$ cat config.mk
export PLATFORM = sky130hd
export DESIGN_NAME = key_arbiter
export DESIGN_NICKNAME = d
export VERILOG_FILES = /design/src/rtl/locker_pkg.sv /design/src/rtl/btn_debounce.sv /design/src/rtl/key_arbiter.sv
export SDC_FILE = /design/constraint.sdc
export NUM_CORES = 1
export LEC_CHECK = 0
export ABC_CLOCK_PERIOD_IN_PS = 6610
export CAP_MARGIN = 20
export CORE_MARGIN = 10
export CORE_UTILIZATION = 25
export DETAILED_ROUTE_END_ITERATION = 12
export GPL_ROUTABILITY_DRIVEN = 0
export GPL_TIMING_DRIVEN = 0
export PLACE_DENSITY = 0.39
export SLEW_MARGIN = 20
export SYNTH_ARGS = -nofsm -noshare
export SYNTH_HDL_FRONTEND = slang
export SYNTH_SLANG_ARGS = --single-unit
export TNS_END_PERCENT = 1
$ cat constraint.sdc
create_clock -name clk_i -period 6.61 [get_ports clk_i]
set_input_delay 1.322 -clock clk_i [delete_from_list [all_inputs] [get_ports clk_i]]
set_output_delay 1.322 -clock clk_i [all_outputs]
set_load 0.02 [all_outputs]
$ cat src/rtl/locker_pkg.sv
// locker_pkg: shared button count, key codes and arbiter state encoding for the locker
package locker_pkg;
    localparam int BTN_COUNT = 6;
    localparam logic [2:0] KEY_A = 3'd0;
    localparam logic [2:0] KEY_B = 3'd1;
    localparam logic [2:0] KEY_C = 3'd2;
    localparam logic [2:0] KEY_D = 3'd3;
    localparam logic [2:0] KEY_E = 3'd4;
    localparam logic [2:0] KEY_F = 3'd5;
    typedef enum logic [1:0] {WAIT_REL, IDLE, HELD} arb_state_t;
    // Index of the lowest set bit; the arbiter only uses it on one-hot vectors.
    function automatic logic [2:0] first_set(input logic [BTN_COUNT-1:0] v);
        first_set = '0;
        for (int i = BTN_COUNT - 1; i >= 0; i--)
            if (v[i]) first_set = 3'(i);
    endfunction
endpackage

$ cat src/rtl/btn_debounce.sv
// btn_debounce: 2-flop synchronizer plus shared-counter debouncer for a button vector
//   clk_i, rst_ni (async active-low), btn_i[W] raw buttons
//   stable_o[W] accepted vector, primed_o set once the first vector has been accepted
module btn_debounce #(
    parameter int W = 6,
    parameter int DEBOUNCE_CYCLES = 500000
) (
    input  logic         clk_i,
    input  logic         rst_ni,
    input  logic [W-1:0] btn_i,
    output logic [W-1:0] stable_o,
    output logic         primed_o
);
    localparam int CNT_W = $clog2(DEBOUNCE_CYCLES);
    localparam logic [CNT_W-1:0] CNT_MAX = CNT_W'(DEBOUNCE_CYCLES - 1);
    logic [W-1:0] sync1_q, sync2_q, last_q, last_d, stable_q, stable_d;
    logic [CNT_W-1:0] cnt_q, cnt_d;
    logic primed_q, primed_d;
    // One counter serves the whole vector: any change on any bit restarts it.
    always_comb begin
        last_d = last_q;
        cnt_d = cnt_q;
        stable_d = stable_q;
        primed_d = primed_q;
        if (sync2_q != last_q) begin
            last_d = sync2_q;
            cnt_d = '0;
        end else if (cnt_q != CNT_MAX) begin
            cnt_d = cnt_q + 1'b1;
        end else begin
            stable_d = last_q;
            primed_d = 1'b1;
        end
    end
    always_ff @(posedge clk_i or negedge rst_ni) begin
        if (!rst_ni) begin
            sync1_q <= '0;
            sync2_q <= '0;
            last_q <= '0;
            cnt_q <= '0;
            stable_q <= '0;
            primed_q <= 1'b0;
        end else begin
            sync1_q <= btn_i;
            sync2_q <= sync1_q;
            last_q <= last_d;
            cnt_q <= cnt_d;
            stable_q <= stable_d;
            primed_q <= primed_d;
        end
    end
    assign stable_o = stable_q;
    assign primed_o = primed_q;
endmodule

$ cat src/rtl/key_arbiter.sv
// key_arbiter: debounces the locker buttons and issues one key event per press-release cycle
//   clk_i, rst_ni (async active-low), btn_i[6] raw buttons A..F, en_i key acceptance enable
//   key_valid_o single-key pulse with key_code_o, key_err_o multi-key pulse, busy_o not idle
module key_arbiter
    import locker_pkg::*;
#(
    parameter int DEBOUNCE_CYCLES = 500000
) (
    input  logic                 clk_i,
    input  logic                 rst_ni,
    input  logic [BTN_COUNT-1:0] btn_i,
    input  logic                 en_i,
    output logic                 key_valid_o,
    output logic [2:0]           key_code_o,
    output logic                 key_err_o,
    output logic                 busy_o
);
    logic [BTN_COUNT-1:0] stable;
    logic primed;
    arb_state_t state_q;
    logic key_valid_q, key_err_q, busy_q;
    logic [2:0] key_code_q;
    btn_debounce #(.W(BTN_COUNT), .DEBOUNCE_CYCLES(DEBOUNCE_CYCLES)) u_deb (
        .clk_i   (clk_i),
        .rst_ni  (rst_ni),
        .btn_i   (btn_i),
        .stable_o(stable),
        .primed_o(primed)
    );
    // An event is decided only on IDLE->HELD; everything seen while HELD except
    // an all-released vector is ignored, so one press cycle yields one event.
    always_ff @(posedge clk_i or negedge rst_ni) begin
        if (!rst_ni) begin
            state_q <= WAIT_REL;
            key_valid_q <= 1'b0;
            key_err_q <= 1'b0;
            key_code_q <= '0;
            busy_q <= 1'b1;
        end else begin
            key_valid_q <= 1'b0;
            key_err_q <= 1'b0;
            key_code_q <= '0;
            case (state_q)
                WAIT_REL: if (primed && stable == '0) begin
                    state_q <= IDLE;
                    busy_q <= 1'b0;
                end
                IDLE: if (stable != '0) begin
                    state_q <= HELD;
                    busy_q <= 1'b1;
                    if (en_i) begin
                        key_valid_q <= $onehot(stable);
                        key_err_q <= !$onehot(stable);
                        key_code_q <= $onehot(stable) ? first_set(stable) : 3'd0;
                    end
                end
                HELD: if (stable == '0) begin
                    state_q <= IDLE;
                    busy_q <= 1'b0;
                end
                default: begin
                    state_q <= WAIT_REL;
                    busy_q <= 1'b1;
                end
            endcase
        end
    end
    assign key_valid_o = key_valid_q;
    assign key_err_o = key_err_q;
    assign key_code_o = key_code_q;
    assign busy_o = busy_q;
endmodule

Word level (Yosys, flattened, before mapping) --
Cells that the tools add are included.
Storage, ports and cells: memories 0, bits in latches 0, memory bits (read-only) 0, flip-flop bits (word level) 52, memory bits (writable) 0, logic and storage cells 61, input bits 9
Cells by class: divide/modulo/power cells 0, add/subtract/negate cells 6, magnitude comparators 0, reductions and logical operators 8, multipliers 0, bitwise operators 2, equality and inequality tests 8, shift operators 0, multiplexer cells 26
Operators with widths (count):
- $mux W19 | 2
- $mux W3 | 10
- $add A19 B1 Y19 const B | 1
- $ne A19 B19 Y1 const B | 1
- $mux W1 | 9
- $add A1 B1 Y2 | 3
- $logic_not A6 Y1 | 1
- $mux W2 | 3
- $ne A2 B2 Y1 const B | 3
- $ne A6 B6 Y1 | 1
- $pmux W2 S3 | 1
- $reduce_bool A6 Y1 | 1
- $add A2 B2 Y3 | 1
- $add A3 B2 Y3 | 1
- $eq A3 B1 Y1 const B | 1
- $pmux W1 S3 | 1
- $reduce_and A3 Y1 | 1
- $eq A2 B1 Y1 const B | 1
- $eq A2 B2 Y1 const B | 1
- $logic_not A2 Y1 | 1
- $not A1 Y1 | 2
- $reduce_and A2 Y1 | 1
- $reduce_bool A2 Y1 | 1
- $logic_and A1 B1 Y1 | 1
- $logic_not A1 Y1 | 1

Logic depth before layout (Yosys ltp) --
depth after elaboration 10, depth in mapped cells 9, depth with buffers taken out 9

Cells and area by module --
From an unflattened synthesis, not the netlist that was laid out.
Unflattened totals: cell total of the unflattened synthesis 209, area, all modules 2391.0 um^2
Modules (own cells, without submodules):
- btn_debounce | cells each 165, seq. area each 1101.1 um^2, area an instance 1904.3 um^2, times used 1
- key_arbiter | cells each 44, seq. area each 201.4 um^2, area an instance 486.7 um^2, times used 1

Worst setup path before layout --
No wires, ideal clock.
path type register -> register, start point register u_deb.stable_q[0] (netlist: u_deb.stable_o[0]), end point register key_code_q[2] (netlist: key_code_o[2]), data arrival time 2.693 ns, buffers on the path 0, library setup time 0.101 ns, cell stages (with the launch flop) 10, path slack 3.816 ns, cell sequence dfrtp_1 inv_1 fa_1 fa_1 inv_1 ha_1 fa_1 nor3b_1 nand4_1 nor4_1
Between the ends: cells in the longest elaborated chain, start to end 8, elaborated cells between the ends (all ways) 10, those cells by class add/sub (3); eq/ne (1); mux (5); reduce/logical (1)
RTL lines:
- start: declaration | RTL line btn_debounce.sv:16 | logic [W-1:0] sync1_q, sync2_q, last_q, last_d, stable_q, stable_d;
- start signal: assignment | RTL line btn_debounce.sv:48 | stable_q <= stable_d;
- $add A1 B1 Y2 (implied by the code) | RTL line key_arbiter.sv:54 | key_code_q <= $onehot(stable) ? first_set(stable) : 3'd0;
- $add A2 B2 Y3 (implied by the code) | RTL line key_arbiter.sv:54
- $add A3 B2 Y3 (implied by the code) | RTL line key_arbiter.sv:54
- $eq A3 B1 Y1 | RTL line key_arbiter.sv:54
- $mux W3 | RTL line key_arbiter.sv:54
- $mux W3 | RTL line key_arbiter.sv:51 | if (en_i) begin
- $mux W3 (*) | RTL line key_arbiter.sv:48 | IDLE: if (stable != '0) begin
- $mux W3 (*) | RTL line key_arbiter.sv:43 | case (state_q)
- end signal: assignment | RTL line key_arbiter.sv:54
- end: declaration | RTL line key_arbiter.sv:22 | logic [2:0] key_code_q;
Mark *: on every way between the ends. The rest lies on a longest branch, timed or not. A chain may end at the register's enable or synchronous reset.

Final worst setup path --
Ends and elaborated chain as after synthesis.

==> impl_metrics.toml <==
[finish]
nets = 229
antenna_cells = 0
regArea_mm2 = 0.00130
post-route-util_pct = 30.1
drive_gt1_share_pct = 10.7
fillers = 926
multiInputGateArea_um2 = 923
area_growth_syn_to_layout_pct = 16.1
final_cells = 323

[logic_synthesis]
synth-seq-cells = 52
synthFlopType = "dfrtp_1"
synth_area_leader_cell = "dfrtp_1"
synth.distinct_cells = 43
async_flop_share_pct = 100
synth.most_common_cell = "dfrtp_1"
synth_edf_count = 0
yosysSeqAreaShare_pct = 56.7
synth_top_area_share_pct = 55.5
ys_top_cells_by_count = "dfrtp_1, nor2_1, xor2_1"
syn_area_mm2 = 0.00230
syn_inst = 193
avgSynthCellArea_um2 = 11.9
synth_area_leaders = "dfrtp_1, xor2_1, mux2_4"
syn-num-nets = 208
synth-warning-count = 0

[floorplan]
ios = 15
dieWidth_um = 116
dieArea_mm2 = 0.0134
coreArea_mm2 = 0.00885
start_util_pct = 26.0
die_y_um = 116
fp-row-count = 34

[worst_setup_path]
crit_family = "adder cells"
crit_fanout = 5
r2r_cells = 9
cp-startpoint = "u_deb.stable_o[0]"
timing.critical_path.mode_cell = "fa_1"
critPathMaxStageDelay_ns = 0.49
cp-endpoint = "key_code_o[2]"
path_buf_inv = 2
cpMaxStageDelayCell = "fa_1"
critPathCaptureType = "flip-flop"
critPathKind = "flip-flop to flip-flop"
reg2reg_from = "u_deb.stable_o[0]"
startpoint_type = "flip-flop"
cp.depth = 9
worstPathArrival_ns = 3.36
r2r_slack_ns = 3.44
r2r_end = "key_code_o[2]"
required_ns = 6.80
worstPathCellList = "inv_1 > fa_1 > fa_1 > inv_1 > ha_1 > fa_1 > nor3b_1 > nand4_1 > nor4_1"

[power_and_ir_drop]
peakVddDrop_mv = 0.0974
powerDensity_mw_per_mm2 = 200
power_w = 0.000534
p_leak_nw = 1.10

[routing]
wl_met1_mm = 2.04
dr_wl_met3_um = 164
num_vias = 1452
met2_length_mm = 1.78
wirelength_mm = 4.08
highest_layer = "met4"
post-route-drc-count = 0
drtIter0Drc = 83
drtPass1Iterations = 4
ant_nets = 0
via_per_inst = 4.50
avgRoutedWirePerCell_um = 12.6

[clock_network]
cts_root_buffer = "clkbuf_8"
cts_htree_levels = 2
cts_hold_buf = 0
cts_setup_buffers = 0
clock_path_buffers = 2
clk_latency_ns = 0.31
cts.clk_slew.worst_paths_ns = 0.10
cts_sinks = 52
cts_resized = 0
cts_tree = "built"
cts_inserted_buffers = 5

[sta]
min_period_over_period_pct = 48.0
fin_skew_ns = 0.00889
worst_slew_pin_slew_ns = 0.658
tns_ns = 0
finalMaxSlewViolations = 0
slew_headroom_pct = 56.1
hold_viol = 0
min_period_ns = 3.17
setup_viol_count_final = 0
rsz0062_at_grt = "no"
max_freq_mhz = 315
hold_ws_ns = 0.358

[outcome]
outcome = "finished, final reports clean"

[min_path]
min_path_type = "flip-flop to flip-flop"
hold_depth = 0

[placement]
io_buffer_count = 14
hpwlAfterDp_mm = 2.87
place_inst = 315

[grt]
grt_pass1_vias = 1451
overflow = 0
grt_pass1_wl_mm = 7.12
antenna_found_initial = 0
grt_usage_pct = 6.67
grt_start_max_net_pins = 53

[run]
max_cap_violations = 0
-- cells by family (layout without fill, tap and decap cells) --
logic type	count (synthesis)	after routing	synth area share (%)
adder cells (fa/ha/maj)	6	6	4.25
XOR/XNOR	15	15	5.72
buffers and inverters	19	41	3.16
multiplexers	7	7	4.36
flip-flops	52	52	56.7
AO/OA/AOI/OAI	25	25	7.08
AND/OR/NAND/NOR	69	69	18.8
-- worst register-to-register path, stage by stage (launching register included) --
cell and delay [ns]:
dfrtp_1 0.43, inv_1 0.10, fa_1 0.49, fa_1 0.49
inv_1 0.04, ha_1 0.18, fa_1 0.43, nor3b_1 0.30
nand4_1 0.24, nor4_1 0.35
-- cell usage in the layout (no fill, tap or decap), types with 2 or more instances in the layout --
cell type,instances
nor3b_1,2
clkbuf_1,8
xnor2_1,4
nor4_1,5
clkdlybuf4s50_1,13
nor2b_1,2
ha_1,3
o31ai_1,2
mux2_4,6
nor3_1,4
nor2_1,13
nand3_1,9
or4_1,3
and4_1,2
o21ai_0,3
dfrtp_1,51
a211oi_1,2
inv_1,10
xor2_1,11
a31oi_1,2
o21a_1,3
nand3b_1,3
a21oi_1,8
nand4_1,7
fa_1,3
or3_1,2
nand2_1,8
clkbuf_8,5
-- how the worst min path moves through the flow --
stage	start	to	slack [ns]
after detailed placement	u_deb.sync1_q[4]	u_deb.sync2_q[4]	0.34
after global routing	u_deb.sync1_q[2]	u_deb.sync2_q[2]	0.37
after global placement	u_deb.sync1_q[5]	u_deb.sync2_q[5]	0.33
final	u_deb.sync1_q[4]	u_deb.sync2_q[4]	0.36
after CTS	u_deb.sync1_q[4]	u_deb.sync2_q[4]	0.36
after floorplan	u_deb.sync1_q[0]	u_deb.sync2_q[0]	0.33
-- routing by layer --
metal  vias to the layer above  GRT usage [%]
li1                        726              -
met1                       697           8.98
met2                        23           9.52
met3                         6           1.81
met4                         0           3.50
met5                         -              0
-- flip-flops by register name, indices dropped and copies added (netlist names) --
name / cells
u_deb.stable_o: 6
u_deb.sync1_q: 6
u_deb.last_q: 6
state_q: 2
u_deb.cnt_q: 19
u_deb.sync2_q: 6
key_code_o: 3
u_deb.primed_o: 1
busy_o: 1
key_err_o: 1
key_valid_o: 1
-- report_power, final --
part           internal [W]  leakage (nW)  switching [W]
clock network     0.0000779        0.0463       0.000111
registers          0.000324         0.681     0.00000304
logic            0.00000735         0.372      0.0000116
total              0.000409          1.10       0.000126
-- layout make-up --
class	instances	area share, %
clock buffer	5	2.58
multi-input combinational	122	34.6
inverter	10	1.41
tap	108	5.07
timing repair buffer	14	5.16
clock inverter	3	1.03
sequential	52	48.8
buffer	9	1.31
-- per-stage QoR --
stage / worst slack [ns] / instance area, µm²
2_1_floorplan: 3.82 / 2300
3_3_place_gp: 2.57 / 2570
3_5_place_dp: 3.40 / 2570
4_1_cts: 3.37 / 2670
5_1_grt: 3.23 / 2670
6_report: 3.44 / 2670
(Power assumes the default switching activity.)
